===== config.mk =====
export PLATFORM = sky130hd
export DESIGN_NAME = fifo_write_arbiter
export DESIGN_NICKNAME = d
export VERILOG_FILES = /design/src/rtl/fifo_write_arbiter.sv
export SDC_FILE = /design/constraint.sdc
export NUM_CORES = 1
export LEC_CHECK = 0
export BUFFER_PORTS_ARGS = -buffer_cell sky130_fd_sc_hd__buf_2
export CAP_MARGIN = 10
export CORE_MARGIN = 2
export CORE_UTILIZATION = 45
export CTS_CLUSTER_SIZE = 14
export DETAILED_ROUTE_END_ITERATION = 12
export PLACE_DENSITY = 0.82
export SETUP_SLACK_MARGIN = 0.4
export SYNTH_ARGS = -nofsm -noshare
export SYNTH_HDL_FRONTEND = slang
export SYNTH_SLANG_ARGS = --single-unit
export TNS_END_PERCENT = 1

===== constraint.sdc =====
create_clock -name clk -period 5.7 [get_ports clk]
set_input_delay 0.855 -clock clk [delete_from_list [all_inputs] [get_ports clk]]
set_output_delay 0.855 -clock clk [all_outputs]
set_load 0.1 [all_outputs]

===== src/rtl/fifo_write_arbiter.sv =====
// Two-producer, burst-fair arbiter for the write port of one AFIFO.
// Write-clock domain only; words are accepted and written in the same cycle.
module fifo_write_arbiter #(
  parameter int unsigned Width    = 16,
  parameter int unsigned BurstMax = 8
) (
  input  logic             clk,
  input  logic             rst_,
  input  logic             a_valid,
  input  logic [Width-1:0] a_data,
  output logic             a_ready,
  input  logic             b_valid,
  input  logic [Width-1:0] b_data,
  output logic             b_ready,
  output logic             w,
  output logic [Width-1:0] wd,
  input  logic             wok,
  output logic [1:0]       owner
);

  // Encoding doubles as the owner code.
  typedef enum logic [1:0] {
    StIdle = 2'd0,
    StGntA = 2'd1,
    StGntB = 2'd2
  } state_e;

  localparam logic [7:0] CntLast = 8'(BurstMax - 1);

  state_e     state_q, state_d;
  logic [7:0] cnt_q, cnt_d;
  logic       last_b_q, last_b_d;

  logic   cur_valid, oth_valid, beat, burst_end;
  state_e same_st, other_st;

  always_comb begin
    a_ready = (state_q == StGntA) && wok;
    b_ready = (state_q == StGntB) && wok;
    w       = (a_valid && a_ready) || (b_valid && b_ready);
    owner   = state_q;
    case (state_q)
      StGntA:  wd = a_data;
      StGntB:  wd = b_data;
      default: wd = '0;
    endcase
  end

  always_comb begin
    state_d   = state_q;
    cnt_d     = cnt_q;
    last_b_d  = last_b_q;
    cur_valid = (state_q == StGntA) ? a_valid : b_valid;
    oth_valid = (state_q == StGntA) ? b_valid : a_valid;
    same_st   = (state_q == StGntA) ? StGntA : StGntB;
    other_st  = (state_q == StGntA) ? StGntB : StGntA;
    beat      = w;
    burst_end = beat && (cnt_q == CntLast);
    case (state_q)
      StIdle: begin
        cnt_d = '0;
        if (a_valid && b_valid) begin
          state_d = last_b_q ? StGntA : StGntB;
        end else if (a_valid) begin
          state_d = StGntA;
        end else if (b_valid) begin
          state_d = StGntB;
        end
      end
      StGntA, StGntB: begin
        // A stalled grant (valid high, wok low) simply holds state and count.
        if (burst_end || !cur_valid) begin
          cnt_d    = '0;
          last_b_d = (state_q == StGntB);
          if (oth_valid) begin
            state_d = other_st;
          end else if (cur_valid) begin
            state_d = same_st;
          end else begin
            state_d = StIdle;
          end
        end else if (beat) begin
          cnt_d = cnt_q + 8'd1;
        end
      end
      default: begin
        state_d = StIdle;
        cnt_d   = '0;
      end
    endcase
  end

  always_ff @(posedge clk or negedge rst_) begin
    if (!rst_) begin
      state_q  <= StIdle;
      cnt_q    <= '0;
      last_b_q <= 1'b1;
    end else begin
      state_q  <= state_d;
      cnt_q    <= cnt_d;
      last_b_q <= last_b_d;
    end
  end

endmodule


---- Word level (Yosys, flattened, before mapping) ----
Index checks and enable logic that the tools add are counted.
cells by class
  add/sub/neg operators ................... 1
  equal/unequal tests ..................... 6
  muxes and demuxes ....................... 16
  reductions and logical operators ........ 13
operator list
  operator                                              count
  one-hot mux 16 bit (2 select lines)                   1
  two-way mux 8 bit                                     3
  two-way mux 2 bit                                     9
  adder 8 x 1 -> 8 bit (second input constant)          1
  equality test 8 x 3 -> 1 bit (second input constant)  1
  logical AND 1 bit                                     6
  inequality test 4 bit (second input constant)         1
  one-hot mux 2 bit (2 select lines)                    1
  AND reduction 2 bit                                   2
  inequality test 3 bit (second input constant)         1
  equality test 2 x 1 -> 1 bit (second input constant)  1
  equality test 2 bit (second input constant)           1
  zero test 2 bit                                       1
  logical OR 1 bit                                      2
  two-way mux 1 bit                                     2
  inequality test 2 bit (second input constant)         1
  OR reduction 2 bit                                    1
  zero test 1 bit                                       1
word-level totals
  register bits after elaboration ......... 11
  input port bits ......................... 37
  output and inout bits ................... 21
  logic and storage cells ................. 39

---- Longest topological paths before layout ----
Gate-level depths: netlist (run 1).
  word-level depth ........................ 8
  mapped depth ............................ 9
  gate-level depth less buffers ........... 7

---- Worst setup path before layout (run 1) ----
Ideal clock, no wire load.
  kind .................................... register -> output
  start ................................... register state_q[1] (netlist: owner[1])
  end ..................................... output wd[10]
  arrival time ............................ 3.346 ns
  required time ........................... 4.845 ns
  slack ................................... 1.499 ns
  cell stages (with the launch flop) ...... 6
  buffers on the path ..................... 2
  cells stage by stage .................... dfrtp_1 > inv_1 > ha_1 > clkbuf_1 > clkbuf_1 > nor2b_1
between the ends
  longest elaborated chain between the ends .. 2
  elaborated cells on any way between the ends .. 3
  classes of those cells .................. eq/ne (2); mux (1)
RTL lines
  what                                                                 line  text
  start, declared                                                      30    state_e state_q, state_d;
  start signal, assigned                                               95    state_q <= StIdle;
  start signal, assigned                                               99    state_q <= state_d;
  equality test 2 bit or equality test 2 x 1 -> 1 bit (tied branches)  42    case (state_q)
  one-hot mux 16 bit (2 select lines) *                                42
  end, declared                                                        16    output logic [Width-1:0] wd,
Mark *: on every way between the ends. The rest lies on a longest branch, timed or not.

---- Worst setup path in the final report (run 1) ----
  start ................................... register state_q[1] (netlist: owner[1])
  end ..................................... output w
between the ends
  longest elaborated chain between the ends .. 4
  elaborated cells on any way between the ends .. 7
  classes of those cells .................. eq/ne (2); reduce/logical (5)
RTL lines
  what                                                                 line    text
  equality test 2 x 1 -> 1 bit or equality test 2 bit (tied branches)  38, 39
  logical AND 1 bit (on tied branches)                                 38, 39
  logical AND 1 bit                                                    40      w = (a_valid && a_ready) || (b_valid && b_ready);
  logical OR 1 bit *                                                   40
  end, declared                                                        15      output logic w,
Marked as above.

==> results.md, run 1 <==
* Clock latency on the worst-skew pair at roughly 0.27 ns
* R2R cell count at 7
* Die area at 0.00264 sq mm
* CP required at 4.85 ns
* CTS Hold Buffers Added at 0
* Post-detailed-routing wire length at 2450 um
* R2r startpoint: owner[1]
* CORE AREA at ~0.0022 sq mm
* Count leader, synth: nor2b_1
* Clock Pin Slew Worst Setup and Hold Paths at ~0.070 ns
* Crit. End Element: primary output
* Top_reg_cell synth: dfrtp_1
* Worst-Margin Slew at 0.717 ns
* Hold WC Path Type: in -> async
* Placed instance area at 0.00130 sq mm
* DR vias/cell at 5.39
* Sum Neg Setup Slack at 0 ns
* Gpl congestion at 0.846
* Final nets at 212
* Status: complete, no violations
* CTS Buf Count at 3
* CP endpoint: w
* GR Overflow Total at 0
* Crit Path Category: reg -> out
* Htree depth at 1
* CTS tree: done
* Synth Register Bits at 11
* DR WL/cell at roughly 13 um
* Number of setup buffers added after CTS at 0
* Clock skew at between 0.005 and 0.006 ns
* Final Critical Period at 3.31 ns
* DR vias at 1,056
* RSZ-0062 raised after global routing: no
* Row cnt at 17
* Hold Violations, Final at 0
* Worst-path maximum fanout at 21
* Root buffer cell: clkbuf_4
* Syn_nets at 157
* Post-Syn Instances at about 110
* Tcrit/Tclk final at 58.1%
* Peak Freq at ~0.3 GHz
* Routed Antenna Nets at 0
* Multi-input gate area at a little under 700 sq um
* Util after Layout at 61.1%
* IO buf count at 57
* First-pass GRT wire length at 3750 um
* DRT Pass-1 Iters at 4
* DR iter-0 viols at 18
* Number of max-cap violations at 0
* Asr flop ratio synth at 100%
* Filler instances at 188
* Setup violators final at 0
* Starting density of the core at 46.6%
* Yosys warning count at 0
* Die Y at 51.4 um
* PostCTS Resize Cnt at 0
* Reg2Reg Setup Slack at ~3.3 ns
* Antenna cells at 0
* Layout area overhead at 31.2%
* Yosys top cell by area: dfrtp_1
* M2 GR Usage at 33.1%
* EDFF count, synth at 0
* Area share of the largest cell type after synthesis at 24.8%
* Syn_area_per_cell at 8.87 sq um
* Clk sinks at 11
* Antenna violations before repair at 0
* Worst flop-to-flop path endpoint: owner[0]
* M1 GR Usage at between 20% and 30%
* Distinct cell type count after synthesis at 36
* Register area share after synthesis at 27.4%
* Gr busiest metal: met2
* Clk buf depth at 2
* Die W at approximately 50 um
* Relative slew slack at a little over half
* Most frequent cells after synthesis: nor2b_1, a22oi_1, dfrtp_1
* Synth area leaders: dfrtp_1, a22oi_1, nor2b_1
* Met3 GRT Util at under 10%
* Share of cells above drive strength 1 at 41.7%
* Pin count of the biggest net entering global routing at 22
* Post-DP HPWL at 1950 um
* Number of global-route vias before repair at 890
* Netlist Area Pre-Place at 0.00101 sq mm
* CP Launch Type: flip-flop
* GRT Util Overall at 18.7%
* Worst setup startpoint: owner[1]
* Seq. cell area at 277 sq um
* Final Max Slew Viols at 0
* CP arrival at 2.46 ns
* Post-route DRC at 0
* Post-route cell area at approximately 0.0013 sq mm
* IO Pins at 58
## through the flow
| step | setup WS [ns] | hold slack (ns) | instances |
|---|---|---|---|
| after floorplan | 1.50 | 0.536 | 114 |
| after global placement | 2.80 | 0.556 | 192 |
| after detailed placement | 2.69 | 0.572 | 192 |
| after CTS | 2.38 | 0.441 | 196 |
| after global routing | 2.23 | 0.445 | 196 |
| final | 2.39 | 0.437 | 196 |
## registers in the layout, summed over array words and instances (netlist names)
signal	cells
cnt_q	8
last_b_q	1
owner	2
## worst min-delay path by stage
stage | to | slack (ns) | depth (start not counted)
2_1_floorplan | cnt_q[4] | 0.54 | 2
3_3_place_gp | cnt_q[4] | 0.56 | 2
3_5_place_dp | cnt_q[7] | 0.57 | 2
4_1_cts | cnt_q[1] | 0.44 | 1
5_1_grt | cnt_q[1] | 0.44 | 1
6_report | cnt_q[1] | 0.44 | 1
## critical path: stages, from the launching register on
cell     delay [ns]
dfrtp_1        0.42
inv_1          0.12
ha_1           0.63
a22o_4         0.23
and2_0         0.29
buf_2          0.49
## per-layer routing
| layer | vias to the layer above | routed length (um) |
|---|---|---|
| li1 | 515 | - |
| met1 | 493 | 1010 |
| met2 | 45 | 1240 |
| met3 | 3 | 178 |
| met4 | 0 | 29 |
| met5 | - | 0 |
## final cells by class
cell class              count  area share, %
multi-input cells          94           52.5
well taps                  28           2.64
flip-flops and latches     11           20.8
clock buffers               4           1.98
inverters                   2          0.566
repair buffers             57           21.5
## cells in the final DEF, fill, tap and decap left out
cell / instances
mux2_2: 1
and2_0: 1
a32oi_1: 1
nor2b_1: 18
o21a_1: 1
o21ai_0: 3
nand2_4: 1
buf_2: 57
or3_1: 2
and3_1: 1
ha_1: 6
or2b_1: 1
nand3_4: 1
xnor2_1: 3
nand4_1: 2
and2_1: 2
nand2b_1: 2
clkbuf_4: 3
nor2_1: 9
dfstp_2: 1
inv_1: 2
nor4b_2: 1
clkbuf_1: 1
o211ai_1: 2
a21oi_1: 4
a21bo_2: 1
xor2_1: 2
nand2_1: 7
and4_1: 1
nand3_1: 1
a22o_4: 1
mux2_4: 2
a22oi_1: 16
dfrtp_1: 10
o211ai_4: 1
## kinds of logic after synthesis
group                    share of synthesized area [%]
multiplexers                                      4.08
adder cells (fa/ha/maj)                           7.43
XOR/XNOR                                          4.33
buffers and inverters                             3.84
AND/OR/NAND/NOR                                   29.7
flip-flops                                        27.4
AO/OA/AOI/OAI                                     23.3
Power of run 1 is not shown: default switching activity piles up to over one toggle a cycle in this logic, so the estimate is an artifact.
==> run 2, diff against run 1 <==
--- a/config.mk
+++ b/config.mk
@@ -8,10 +8,10 @@
 export BUFFER_PORTS_ARGS = -buffer_cell sky130_fd_sc_hd__buf_2
 export CAP_MARGIN = 10
 export CORE_MARGIN = 2
-export CORE_UTILIZATION = 45
+export CORE_UTILIZATION = 43
 export CTS_CLUSTER_SIZE = 14
 export DETAILED_ROUTE_END_ITERATION = 12
-export PLACE_DENSITY = 0.82
+export PLACE_DENSITY = 0.79
 export SETUP_SLACK_MARGIN = 0.4
 export SYNTH_ARGS = -nofsm -noshare
 export SYNTH_HDL_FRONTEND = slang
==> constraint.sdc (replaced) <==
create_clock -name clk -period 3.4 [get_ports clk]
set_input_delay 0.51 -clock clk [delete_from_list [all_inputs] [get_ports clk]]
set_output_delay 0.51 -clock clk [all_outputs]
set_load 0.1 [all_outputs]
==> results.md, run 2 (synthesis gave the netlist of run 1 again) <==
* Row cnt at 17 (unchanged)
* Worst-Margin Slew at 0.608 ns (was 0.717 ns)
* Pin count of the biggest net entering global routing at 22 (unchanged)
* Root buffer cell: clkbuf_4 (unchanged)
* CP Launch Type: flip-flop (unchanged)
* Starting density of the core at 45.7% (was 46.6%)
* Setup violators final at 0 (unchanged)
* Clk sinks at 11 (unchanged)
* Cell Count Post-Placement at 193 (was 192)
* Routed Antenna Nets at 0 (unchanged)
* Commonest non-fill, non-tap cell in the layout: buf_2 (unchanged)
* Worst-path maximum fanout at 21 (unchanged)
* DR iter-0 viols at 26 (was 18)
* CTS Hold Buffers Added at 0 (unchanged)
* Hold Violations, Final at 0 (unchanged)
* Sum Neg Setup Slack at 0 ns (unchanged)
* GRT Util Overall at 18.6% (was 18.7%)
* Relative slew slack at 59.5% (was 52.2%)
* CP required at 2.89 ns (was 4.85 ns)
* Antenna violations before repair at 0 (unchanged)
* Layout area overhead at 41.3% (was 31.2%)
* Most frequent cells in the layout: buf_2, a22oi_1, nor2b_4, dfrtp_1, nor2_1 (was buf_2, nor2b_1, a22oi_1, dfrtp_1, nor2_1)
* Clock skew at 0.00324 ns (was 0.00561 ns)
* Number of flip-flops in the largest register at 8 (unchanged)
* Filler instances at 194 (was 188)
* Number of max-cap violations at 0 (unchanged)
* CP arrival at 2.22 ns (was 2.46 ns)
* Final nets at 213 (was 212)
* Tcrit/Tclk final at roughly four fifths
* Largest Register: cnt_q (unchanged)
* First-pass GRT wire length at 3780 um (was 3750 um)
* Crit Path Category: reg -> out (unchanged)
* IO Pins at 58 (unchanged)
* CTS tree: done (unchanged)
* Post-detailed-routing wire length at 2590 um (was 2450 um)
* Gpl congestion at 0.787 (was 0.846)
* GR Overflow Total at 0 (unchanged)
* Share of cells above drive strength 1 at 53.3% (was 41.7%)
* Die area at 0.00276 sq mm (was 0.00264 sq mm)
* Clk buf depth at 2 (unchanged)
* Die W at 52.5 um (was 51.4 um)
* RSZ-0062 raised after global routing: no (unchanged)
* Final Critical Period at roughly 2.7 ns
* Htree depth at 1 (unchanged)
* Seq. cell area at 277 sq um (unchanged)
* Clock Pin Slew Worst Setup and Hold Paths at 0.07 ns (about the same)
* Multi-input gate area at 790 sq um (was 696 sq um)
* Peak Freq at 0.367 GHz
* DRT Pass-1 Iters at 7 (was 4)
* Final Non-Filler Cells at 197 (was 196)
* Post-route DRC at 0 (unchanged)
* CORE AREA at 0.00221 sq mm (was 0.00217 sq mm)
* Final Max Slew Viols at 0 (unchanged)
* Clock latency on the worst-skew pair at 0.27 ns (about the same)
* CTS Buf Count at 3 (unchanged)
* Hold WC Path Type: in -> async (unchanged)
* Die Y at 52.5 um (was 51.4 um)
* DR vias/cell at 5.37 (was 5.39)
* Number of global-route vias before repair at 904 (was 890)
* Antenna cells at 0 (unchanged)
* Post-DP HPWL at 2030 um (was 1950 um)
* DR vias at 1,058 (was 1,056)
* DR WL/cell at 13.1 um (was 12.5 um)
* Status: complete, no violations (unchanged)
* IO buf count at 57 (unchanged)
* Crit. End Element: primary output (unchanged)
[run 2: what timing repair did]
action / CTS / global route
resized for setup: 0 / 1
setup buffers: 0 / 0
endpoints found under the setup margin: 0 / 1
[run 2: path summary, 6_finish.rpt]
path	from	to	slack [ns]	cells after the start
max reg2reg	owner[1]	owner[0]	1.23	7
min	rst_	cnt_q[1]	0.09	1
min in group clk	cnt_q[4]	cnt_q[4]	0.58	2
max in group asynchronous	rst_	last_b_q	3.06	1
min reg2reg	cnt_q[4]	cnt_q[4]	0.58	2
max	owner[1]	w	0.67	5
[run 2: stage by stage]
step                setup slack (ns)  cell area, sq um  util, %  hold WS (ns)
finish                         0.673              1430     64.6        0.0851
detailed placement             0.742              1400     63.2         0.386
floorplan                      0.269              1100        -         0.214
CTS                            0.436              1430     64.5        0.0851
global route                   0.530              1430     64.6        0.0981
global placement               0.842              1400     63.2         0.387
[run 2: worst max-delay path: stages, from the launching register on]
cell     delay (ns)
dfrtp_1        0.42
inv_1          0.12
ha_2           0.44
a22o_4         0.20
and2_0         0.27
buf_2          0.48
[run 2: layout make-up]
| class | instances | share of cell area (%) |
|---|---|---|
| inverters | 2 | 0.525 |
| clock buffers | 3 | 1.58 |
| flip-flops and latches | 11 | 19.4 |
| multi-input cells | 94 | 55.3 |
| well taps | 28 | 2.45 |
| clock inverters | 1 | 0.350 |
| repair buffers | 58 | 20.5 |
[run 2: routing by layer]
metal | vias up | wire length (um) | part of all wire (%) | GRT usage [%]
li1 | 515 | - | - | -
met2 | 44 | 1290 | 50 | 34.0
met1 | 495 | 1030 | 40 | 20.0
met4 | 0 | 29 | 1.1 | 11.5
met5 | - | 0 | 0 | 0
met3 | 4 | 247 | 9.5 | 2.29
Power of run 2 is left out for the same reason.
==> run 3, diff against run 2 <==
--- a/config.mk
+++ b/config.mk
@@ -8,10 +8,10 @@
 export BUFFER_PORTS_ARGS = -buffer_cell sky130_fd_sc_hd__buf_2
 export CAP_MARGIN = 10
 export CORE_MARGIN = 2
-export CORE_UTILIZATION = 43
+export CORE_UTILIZATION = 39
 export CTS_CLUSTER_SIZE = 14
 export DETAILED_ROUTE_END_ITERATION = 12
-export PLACE_DENSITY = 0.79
+export PLACE_DENSITY = 0.75
 export SETUP_SLACK_MARGIN = 0.4
 export SYNTH_ARGS = -nofsm -noshare
 export SYNTH_HDL_FRONTEND = slang
==> constraint.sdc (replaced) <==
create_clock -name clk -period 2.3 [get_ports clk]
set_input_delay 0.345 -clock clk [delete_from_list [all_inputs] [get_ports clk]]
set_output_delay 0.345 -clock clk [all_outputs]
set_load 0.1 [all_outputs]
==> results.md, run 3 (synthesis gave the netlist of run 1 again) <==
* Setup violators final at 0 (unchanged)
* DRT Pass-1 Iters at 4 (was 7)
* Tcrit/Tclk final at 86.7%
* Post-detailed-routing wire length at 3590 um (was 2590 um)
* CP required at 1.96 ns (was 2.89 ns)
* Hold Violations, Final at 0 (unchanged)
* First-pass GRT wire length at 5290 um (was 3780 um)
* R2r startpoint: owner[0] (was owner[1])
* R2R cell count at 7 (unchanged)
* CTS tree: done (unchanged)
* Antenna violations before repair at 0 (unchanged)
* GRT Util Overall at 24.7% (was 18.6%)
* Die Y at 54.9 um (was 52.5 um)
* RSZ-0062 raised after global routing: yes (was no)
* Antenna cells at 0 (unchanged)
* Post-route DRC at 0 (unchanged)
* CP Launch Type: flip-flop (unchanged)
* Clock skew at 0.00470 ns (was 0.00324 ns)
* Worst-Margin Slew at 0.486 ns (was 0.608 ns)
* Layout area overhead at 96.2% (was 41.3%)
* Clk buf depth at 2 (unchanged)
* Share of cells above drive strength 1 at 68.5% (was 53.3%)
* Relative slew slack at 67.9% (was 59.5%)
* Sum Neg Setup Slack at 0 ns (unchanged)
* Number of flip-flops in the largest register at 8 (unchanged)
* Number of max-cap violations at 0 (unchanged)
* Row cnt at 18 (was 17)
* CTS Buf Count at 3 (unchanged)
* Pin count of the biggest net entering global routing at 21 (was 22)
* Maximum vdd drop at 1600 uV
* Critical-path top delay cell: dfrtp_4 (was buf_2)
* Crit. End Element: primary output (unchanged)
* Worst-path maximum fanout at 8 (was 21)
* Die area at 0.00302 sq mm (was 0.00276 sq mm)
* Starting density of the core at 40.8% (was 45.7%)
* DR vias/cell at 5.46 (was 5.37)
* Worst flop-to-flop path endpoint: owner[0] (unchanged)
* Die W at 54.9 um (was 52.5 um)
* Htree depth at 1 (unchanged)
* Hold WC Path Type: in -> async (unchanged)
* Final nets at 225 (was 213)
* Crit path largest cell delay at 0.52 ns (was 0.48 ns)
* Gpl congestion at 0.842 (was 0.787)
* IO buf count at 57 (unchanged)
* DR iter-0 viols at 14 (was 26)
* Most frequent cells in the layout: buf_2, buf_12, a22oi_2, nor2b_4, nor2_1 (was buf_2, a22oi_1, nor2b_4, dfrtp_1, nor2_1)
* Leak pwr at ~0.00085 uW
* Crit Path Category: reg -> out (unchanged)
* Critical Path, Cell by Cell: inv_4 > ha_4 > buf_6 > a22oi_2 > nor2b_4 > buf_12 (was inv_1 > ha_2 > a22o_4 > and2_0 > buf_2)
* Final hold slack at 0.469 ns (was 0.0851 ns)
* Reg2Reg Setup Slack at 0.32 ns (was 1.23 ns)
* DR WL/cell at 17.0 um (was 13.1 um)
* Filler instances at 140 (was 194)
* CP arrival at 1.65 ns (was 2.22 ns)
* DR vias at 1,153 (was 1,058)
* CP endpoint: wd[14] (was w)
* Final Max Slew Viols at 0 (unchanged)
* GR Overflow Total at 0 (unchanged)
* Clock Pin Slew Worst Setup and Hold Paths at 0.07 ns (about the same)
* IO Pins at 58 (unchanged)
* Status: complete, no violations (unchanged)
* Power per cell area at between 1500 and 2000 mW/mm^2
* Root buffer cell: clkbuf_4 (unchanged)
* Largest Register: cnt_q (unchanged)
* Commonest non-fill, non-tap cell in the layout: buf_2 (unchanged)
* CORE AREA at 0.00248 sq mm (was 0.00221 sq mm)
* Number of global-route vias before repair at 1,120 (was 904)
* Worst setup startpoint: owner[1] (unchanged)
* Clock latency on the worst-skew pair at 0.26 ns (was 0.27 ns)
* Final Critical Period at roughly 2 ns
* Post-DP HPWL at 2370 um (was 2030 um)
* Clk sinks at 11 (unchanged)
* Peak Freq at 0.501 GHz
* Routed Antenna Nets at 0 (unchanged)
==> run 3: cell count changes in the layout (fill, tap and decap cells not counted), sizes merged <==
cell         before  now
clkinv            1    0
clkbuf            3    4
buf              58   69
dlygate4sd3       0    1
==> run 3: worst min path at each step <==
stage	slack [ns]	cells after the start	end	from
finish	0.47	2	cnt_q[1]	rst_
global route	0.49	2	cnt_q[3]	rst_
CTS	0.47	2	cnt_q[1]	rst_
detailed placement	0.23	1	cnt_q[1]	rst_
global placement	0.22	1	cnt_q[1]	rst_
floorplan	0.05	0	cnt_q[0]	rst_
==> run 3: power breakdown <==
part           switching [uW]  internal [uW]
Combinational            1710           1220
Sequential               41.9            237
Clock                    60.8           67.0
==> run 3: per-layer routing <==
layer	wire length [um]	track usage, %
met5	0	0
met4	19	4.88
met3	278	3.49
met2	1980	49.4
met1	1310	27.2
==> run 3: layout make-up <==
type	instances	area, sq um	share of cell area [%]
multi-input combinational	94	938	47.3
timing repair buffer	70	684	34.5
sequential	11	284	14.3
tap	30	37.5	1.89
clock buffer	4	26.3	1.32
inverter	2	12.5	0.631
==> run 3: stage by stage <==
step	setup slack [ns]	area, sq um	cells	utilization, %	power (uW)
2_1_floorplan	0.144	1220	114	-	2290
3_3_place_gp	0.347	1740	195	70.3	2870
3_5_place_dp	0.283	1740	195	70.3	2910
4_1_cts	0.315	1960	209	79.1	3300
5_1_grt	0.243	1980	211	80.1	3470
6_report	0.306	1980	211	80.1	3340
==> run 3: timing repair <==
action	4_1_cts	5_1_grt
buffers inserted	7	2
pin swaps	1	2
hold endpoints to repair	10	0
resized for setup	30	2
cloned	2	0
setup endpoints to repair	23	22
hold buffers	1	0
==> run 3: critical path: cells and delay by family, from the launching register on <==
| family | cells | cell delay (ns) |
|---|---|---|
| compound gates | 1 | 0.07 |
| fa+ha+maj | 1 | 0.21 |
| buf+inv | 3 | 0.43 |
| flops | 1 | 0.52 |
| simple gates | 1 | 0.15 |
No activity file was read; power rests on OpenSTA's default activity.
